--- src/rtl/mult32_seq_pkg.sv ---
// Shared definitions for the mult32_seq shift-add multiplier and its ALU stall logic.
// Holds the FSM state type, iteration count and datapath width.
package mult32_seq_pkg;

  localparam int unsigned DATA_W    = 32;
  localparam int unsigned MUL_ITERS = 32;
  localparam int unsigned CNT_W     = $clog2(MUL_ITERS);

  localparam logic [CNT_W-1:0] CNT_LAST = CNT_W'(MUL_ITERS - 1);

  typedef enum logic [1:0] {
    ST_IDLE = 2'd0,
    ST_BUSY = 2'd1,
    ST_DONE = 2'd2
  } state_t;

  // Partial-product select: the multiplicand contributes only when the current multiplier bit is set.
  function automatic logic [DATA_W-1:0] gate_operand(input logic [DATA_W-1:0] op,
                                                      input logic              en);
    return op & {DATA_W{en}};
  endfunction

endpackage

--- src/rtl/mult32_seq_if.sv ---
// Operand/result handshake bundle between the ALU operand latch, mult32_seq and writeback.
// master = ALU side, slave = multiplier side.
interface mult32_seq_if;
  import mult32_seq_pkg::*;

  logic              in_valid;
  logic              in_ready;
  logic [DATA_W-1:0] a;
  logic [DATA_W-1:0] b;
  logic              out_valid;
  logic              out_ready;
  logic [DATA_W-1:0] product;
  logic              busy;

  modport master (
    output in_valid,
    output a,
    output b,
    output out_ready,
    input  in_ready,
    input  out_valid,
    input  product,
    input  busy
  );

  modport slave (
    input  in_valid,
    input  a,
    input  b,
    input  out_ready,
    output in_ready,
    output out_valid,
    output product,
    output busy
  );

endinterface

--- src/rtl/mult32_seq_add32.sv ---
// 32-bit adder used for the accumulate step of mult32_seq.
// Byte-sliced ripple: each slice consumes the carry of the slice below it.
module mult32_seq_add32
  import mult32_seq_pkg::*;
(
  input  logic [DATA_W-1:0] a,
  input  logic [DATA_W-1:0] b,
  input  logic              cin,
  output logic [DATA_W-1:0] sum,
  output logic              cout
);

  localparam int unsigned SLICE_W = 8;
  localparam int unsigned SLICES  = DATA_W / SLICE_W;

  logic               carry;
  logic [SLICE_W:0]   slice_sum;

  always_comb begin
    sum       = '0;
    carry     = cin;
    slice_sum = '0;
    for (int unsigned i = 0; i < SLICES; i++) begin
      slice_sum = {1'b0, a[i*SLICE_W +: SLICE_W]}
                + {1'b0, b[i*SLICE_W +: SLICE_W]}
                + {{SLICE_W{1'b0}}, carry};
      sum[i*SLICE_W +: SLICE_W] = slice_sum[SLICE_W-1:0];
      carry                     = slice_sum[SLICE_W];
    end
    cout = carry;
  end

endmodule

--- src/rtl/mult32_seq.sv ---
// Multi-cycle 32x32 shift-add multiplier returning the low 32 bits of a*b.
// One multiplier bit per cycle; optional early exit once the remaining multiplier bits are zero.
module mult32_seq
  import mult32_seq_pkg::*;
#(
  parameter bit EARLY_EXIT = 1'b0
) (
  input  logic         clk,
  input  logic         rst,
  mult32_seq_if.slave  bus
);

  state_t            state;
  state_t            state_nx;

  logic [DATA_W-1:0] acc;
  logic [DATA_W-1:0] a_sh;
  logic [DATA_W-1:0] b_sh;
  logic [CNT_W-1:0]  cnt;

  logic              accept;
  logic              step;
  logic [DATA_W-1:0] addend;
  logic [DATA_W-1:0] add_sum;
  logic              add_cout_unused;

  assign addend = gate_operand(a_sh, b_sh[0]);

  mult32_seq_add32 u_add32 (
    .a    (acc),
    .b    (addend),
    .cin  (1'b0),
    .sum  (add_sum),
    .cout (add_cout_unused)
  );

  always_ff @(posedge clk) begin
    if (rst) begin
      state <= ST_IDLE;
    end else begin
      state <= state_nx;
    end
  end

  always_comb begin
    state_nx      = state;
    accept        = 1'b0;
    step          = 1'b0;
    bus.in_ready  = 1'b0;
    bus.out_valid = 1'b0;
    bus.busy      = 1'b0;
    unique case (state)
      ST_IDLE: begin
        bus.in_ready = 1'b1;
        if (bus.in_valid) begin
          accept   = 1'b1;
          state_nx = ST_BUSY;
        end
      end
      ST_BUSY: begin
        bus.busy = 1'b1;
        // Early exit skips the (zero) add; the fixed count still caps the run at MUL_ITERS.
        if (EARLY_EXIT && (b_sh == '0)) begin
          state_nx = ST_DONE;
        end else begin
          step = 1'b1;
          if (cnt == CNT_LAST) begin
            state_nx = ST_DONE;
          end
        end
      end
      ST_DONE: begin
        bus.busy      = 1'b1;
        bus.out_valid = 1'b1;
        if (bus.out_ready) begin
          state_nx = ST_IDLE;
        end
      end
      default: begin
        state_nx = ST_IDLE;
      end
    endcase
  end

  always_ff @(posedge clk) begin
    if (rst) begin
      acc  <= '0;
      a_sh <= '0;
      b_sh <= '0;
      cnt  <= '0;
    end else if (accept) begin
      acc  <= '0;
      a_sh <= bus.a;
      b_sh <= bus.b;
      cnt  <= '0;
    end else if (step) begin
      acc  <= add_sum;
      a_sh <= a_sh << 1;
      b_sh <= b_sh >> 1;
      cnt  <= cnt + 1'b1;
    end
  end

  // acc only moves on accept/step, so the result holds through DONE and the following IDLE.
  assign bus.product = acc;

endmodule

--- src/flat_wrapper.sv ---
// flat-port wrapper written by rule: the top's interface ports become plain ports
module mult32_seq_flat import mult32_seq_pkg::*;
#(
  parameter bit EARLY_EXIT = 1'b0
)
  (clk, rst, bus_in_valid, bus_a, bus_b, bus_out_ready, bus_in_ready, bus_out_valid, bus_product, bus_busy);
  mult32_seq_if bus_i ();
  input  logic clk;
  input  logic rst;
  input wire logic [$bits(bus_i.in_valid)-1:0] bus_in_valid;
  input wire logic [$bits(bus_i.a)-1:0] bus_a;
  input wire logic [$bits(bus_i.b)-1:0] bus_b;
  input wire logic [$bits(bus_i.out_ready)-1:0] bus_out_ready;
  output wire logic [$bits(bus_i.in_ready)-1:0] bus_in_ready;
  output wire logic [$bits(bus_i.out_valid)-1:0] bus_out_valid;
  output wire logic [$bits(bus_i.product)-1:0] bus_product;
  output wire logic [$bits(bus_i.busy)-1:0] bus_busy;
  assign bus_i.in_valid = bus_in_valid;
  assign bus_i.a = bus_a;
  assign bus_i.b = bus_b;
  assign bus_i.out_ready = bus_out_ready;
  assign bus_in_ready = bus_i.in_ready;
  assign bus_out_valid = bus_i.out_valid;
  assign bus_product = bus_i.product;
  assign bus_busy = bus_i.busy;
  mult32_seq #(.EARLY_EXIT(EARLY_EXIT)) u_core (.clk(clk), .rst(rst), .bus(bus_i));
endmodule
--- config.mk ---
export PLATFORM = sky130hd
export DESIGN_NAME = mult32_seq_flat
export DESIGN_NICKNAME = d
export VERILOG_FILES = /design/src/rtl/mult32_seq_pkg.sv /design/src/rtl/mult32_seq_if.sv /design/src/rtl/mult32_seq_add32.sv /design/src/rtl/mult32_seq.sv /design/src/flat_wrapper.sv
export SDC_FILE = /design/constraint.sdc
export NUM_CORES = 1
export LEC_CHECK = 0
export CAP_MARGIN = 10
export CELL_PAD_IN_SITES_DETAIL_PLACEMENT = 1
export CELL_PAD_IN_SITES_GLOBAL_PLACEMENT = 1
export CORE_MARGIN = 5
export CORE_UTILIZATION = 44
export CTS_CLUSTER_SIZE = 30
export DETAILED_ROUTE_END_ITERATION = 10
export PLACE_DENSITY = 0.93
export SETUP_SLACK_MARGIN = 0.05
export SLEW_MARGIN = 15
export SYNTH_ARGS = -nofsm -noshare
export SYNTH_HDL_FRONTEND = slang
export SYNTH_HIERARCHICAL = 1
export SYNTH_SLANG_ARGS = --single-unit
--- constraint.sdc ---
create_clock -name clk -period 9.22 [get_ports clk]
set_input_delay 1.844 -clock clk [delete_from_list [all_inputs] [get_ports clk]]
set_output_delay 1.844 -clock clk [all_outputs]
set_load 0.005 [all_outputs]
## Word-level counts from Yosys, hierarchy flattened

Index checks and enable logic that the tools add are counted.

- Add/sub/neg operators: 8
- Eq/ne operators: 6
- Mux-type cells: 14
- Bitwise logic cells: 1
- Reductions and logical operators: 5

Operators by type and width:

| kind | count |
|---|---|
| 32-bit 2-to-1 mux | 4 |
| 32-bit bitwise AND | 1 |
| 8-bit by 8-bit adder with 9-bit output | 3 |
| 9-bit by 1-bit adder with 9-bit output | 2 |
| 8-bit by 1-bit adder with 8-bit output | 1 |
| 8-bit adder | 1 |
| 1-bit 2-to-1 mux | 6 |
| 2-bit 2-to-1 mux | 3 |
| 2-bit one-hot mux with 3 select lines | 1 |
| 5-bit by 1-bit adder with 5-bit output, second input constant | 1 |
| 5-bit equality test, second input constant | 1 |
| 2-bit != test, second input constant | 2 |
| 2-bit OR reduction | 2 |
| 3-bit AND reduction | 1 |
| 2-bit by 1-bit equality test with 1-bit output, second input constant | 1 |
| 2-bit equality test, second input constant | 1 |
| 2-bit logical NOT | 1 |
| 2-bit by 1-bit != test with 1-bit output, second input constant | 1 |
| 2-bit nonzero test | 1 |

- Register bits after elaboration: 103
- Input port bits: 68
- Output and inout bits: 35
- Logic and storage cells: 39

## Longest topological paths before layout

- Depth after elaboration: 5
- Mapped depth: 27
- Gate-level depth less buffers: 27

## By module

The synthesis kept the hierarchy.

Modules (own cells, without submodules):

| module | times used | cells an instance | area an instance (µm²) |
|---|---|---|---|
| mult32_seq | 1 | 465 | 4501.8 |
| mult32_seq_add32 | 1 | 171 | 1365.1 |

## Worst setup path after synthesis

Ideal clock, no wire load.

- Path type: register to register
- Start point: reg u_core.b_sh[0]
- End point: reg u_core.acc[28] (netlist: u_core/bus.product[28])
- Data arrival time: 5.372 ns
- Required time: 9.103 ns
- Path slack: 3.731 ns
- Cell stages (with the launch flop): 27
- Path buffers: 1
- Clock period less this slack: 5.489 ns
- Path through: dfxtp_1 > clkbuf_1 > and2_1 > ha_1 > a21o_1 > a21oi_1 > o21a_1 > o31ai_1 > fa_1 > fa_1 > a21oi_1 > o21a_1 > o21ai_1 > fa_1 > fa_1 > a21o_1 > a21oi_1 > o211ai_1 > o21ai_1 > fa_1 > inv_1 > fa_1 > a21oi_1 > o21bai_1 > xor2_1 > mux2i_1 > nor2_1

- Word-level cells in the longest chain between the ends: 5
- Elaborated cells on any way between the ends: 8
- Classes of those cells: add/sub: 7; bitwise: 1

RTL lines:

| what | line | source |
|---|---|---|
| from (decl) | mult32_seq.sv:18 | `logic [DATA_W-1:0] b_sh;` |
| from (signal assigned) | mult32_seq.sv:94 | `b_sh <= bus.b;` |
| from (signal assigned) | mult32_seq.sv:99 | `b_sh <= b_sh >> 1;` |
| 32-bit bitwise AND | mult32_seq_pkg.sv:20 | `return op & {DATA_W{en}};` |
| named net u_core.addend[4] | mult32_seq.sv:23 | `logic [DATA_W-1:0] addend;` |
| 8-bit by 8-bit adder with 9-bit output | mult32_seq_add32.sv:25 | `+ {1'b0, b[i*SLICE_W +: SLICE_W]}` |
| 9-bit by 1-bit adder with 9-bit output (2 in series) | mult32_seq_add32.sv:26 | `+ {{SLICE_W{1'b0}}, carry};` |
| 8-bit by 1-bit adder with 8-bit output | mult32_seq_add32.sv:26 |  |
| named net u_core.add_sum[28] | mult32_seq.sv:24 | `logic [DATA_W-1:0] add_sum;` |
| to (signal assigned) | mult32_seq.sv:97 | `acc <= add_sum;` |
| to (decl) | mult32_seq.sv:16 | `logic [DATA_W-1:0] acc;` |

The timed path passes the listed nets, and every way through them passes these cells.
A chain may end at the register's enable or synchronous reset.

## Worst setup path in the final report

Same ends and word-level chain as after synthesis.

==> metrics.yaml <==
status:
  status: "completed"
cells_and_area:
  fill_cells: 1502
  multiInputGateArea_um2: 3520
  drive_gt1_share_pct: 3.63
  ff_latch_area_um2: 2060
  layout_common_cells: "nor2_1 (103), dfxtp_1 (103), clkdlybuf4s50_1 (101)"
  syn2layout_area_growth_pct: 23.8
  final_nets: 823
  antennaDiodeCount: 0
  final-instance-count-excl-fill: 893
clocking:
  clock_latency_ns: 0.35
  root_buffer: "clkbuf_16"
  cts_tree: "built"
  cts_hold_buffers: 0
  cts_resized: 0
  cts_buffer_depth: 2
  ctsHtreeMaxLevel: 3
  post-cts-setup-buffer-count: 0
  numCtsBuffers: 9
  clk_pin_slew_ns: 0.08
  cts.sinks: 103
synthesis:
  yosysWarnings: 6
  synthesis.nets: 745
  postSynthCellCount: 634
  syn_area_um2: 5850
  avgSynthCellArea_um2: 9.23
sta:
  setup_viol: 0
  period_share_pct: 71.3
  slew_viol_final: 0
  setup_tns_ns: 0
  maxSlewHeadroom_pct: 36.2
  finalWorstPathRequiredPeriod_ns: 6.58
  fin_worst_skew_ns: 0.00874
  hold_ws_ns: 0.501
  fmax_mhz: 152
  rsz0062_at_grt: "no"
  tightest_slew_ns: 0.956
  hold_violations: 0
global_routing:
  grt_usage_pct: 19.9
  grt_pass1_wl_mm: 26.3
  grt_max_degree: 87
  first_global_vias: 5417
  antenna_found_initial: 0
  overflow: 0
hold_path:
  hold_class: "flip-flop to flip-flop"
die:
  ios: 103
  initial_core_util_pct: 44.6
  fp-row-count: 42
  die_x_um: 125
  die_h_um: 125
  die-area_um2: 15700
  core-area_um2: 13100
worst_setup_path:
  path_max_fanout: 33
  critPathCaptureType: "flip-flop"
  arrival_ns: 6.81
  start_kind: "flip-flop"
  crit_required_ns: 9.45
  critPathKind: "flip-flop to flip-flop"
route:
  vias: 4904
  drc: 0
  routed_wl_mm: 15.3
  wire_per_inst_um: 17.2
  ant_nets: 0
  dr.pass1.iters: 4
  drt-initial-drc-count: 235
  vias_per_cell: 5.49
placed_design:
  dp_hpwl_mm: 11.0
  io_buffers: 102
  gp_congestion: 0.861
  dp.cells: 877
run:
  maxCapViolCount: 0
power:
  total_leakage_power_uw: 0.00289
  irDropWorstVdd_mv: 0.153
  p_per_area_nw_per_um2: 219
==> metal layers <==
metal	vias to the layer above	GRT usage (%)	wire length (um)
met5	-	0	0
met4	0	7.97	359
met3	32	3.24	499
met2	97	35.3	7850
met1	2372	24.1	6620
li1	2403	-	-
==> critical path: stages (launching register included) <==
cell and delay (ns):
dfxtp_1 0.95, and2_1 0.24, ha_1 0.29, a21o_1 0.18, a21oi_1 0.24, o21a_1 0.21
o31ai_1 0.09, fa_1 0.41, fa_1 0.42, a21oi_1 0.24, o21a_1 0.19, o21ai_1 0.09
fa_1 0.41, fa_1 0.42, a21o_1 0.18, a21oi_1 0.26, o211ai_1 0.15, o21ai_1 0.12
fa_1 0.22, inv_1 0.06, fa_1 0.39, a21oi_1 0.24, o21bai_1 0.11, xor2_1 0.14
mux2i_1 0.14, nor2_1 0.05
==> power breakdown <==
| group | internal (uW) | switching, uW | leakage (uW) | total (uW) |
|---|---|---|---|---|
| sequential | 542 | 79.8 | 0.000845 | 622 |
| combinational | 272 | 310 | 0.00189 | 582 |
| clock | 198 | 188 | 0.000148 | 386 |
==> sequential cells by signal, indices dropped and copies added (netlist names) <==
register and cells:
u_core/a_sh 32, u_core/b_sh 32, u_core/bus.product 32, u_core/cnt 5, u_core/state 2
==> path summary, 6_finish.rpt <==
check	from	end	slack, ns	cells after the start
worst max-delay path	u_core/b_sh[0]$_SDFFE_PP0P_	u_core/bus.product[28]$_SDFFE_PP0N_	2.64	25
worst min-delay path	u_core/b_sh[31]$_SDFFE_PP0P_	u_core/b_sh[31]$_SDFFE_PP0P_	0.50	2
worst max register to register	u_core/b_sh[0]$_SDFFE_PP0P_	u_core/bus.product[28]$_SDFFE_PP0N_	2.64	25
worst min register to register	u_core/b_sh[31]$_SDFFE_PP0P_	u_core/b_sh[31]$_SDFFE_PP0P_	0.50	2
==> final cells by class <==
class                           count  share of cell area (%)
Clock buffer                       10                    3.30
Sequential cell                   103                    28.4
Timing Repair Buffer              106                    14.4
Inverter                           28                    1.45
Clock inverter                      6                   0.794
Tap cell                          176                    3.04
Multi-Input combinational cell    464                    48.5
==> per-stage QoR <==
stage	total power (uW)	util (%)	instance area, um2	worst slack, ns
6_report	1590	55.2	7250	2.64
5_1_grt	1690	55.2	7250	2.09
4_1_cts	1610	55.2	7250	2.62
3_5_place_dp	1210	52.9	6950	2.66
3_3_place_gp	1170	52.9	6950	2.98
2_1_floorplan	1050	-	5850	3.73
(Power assumes the default switching activity.)
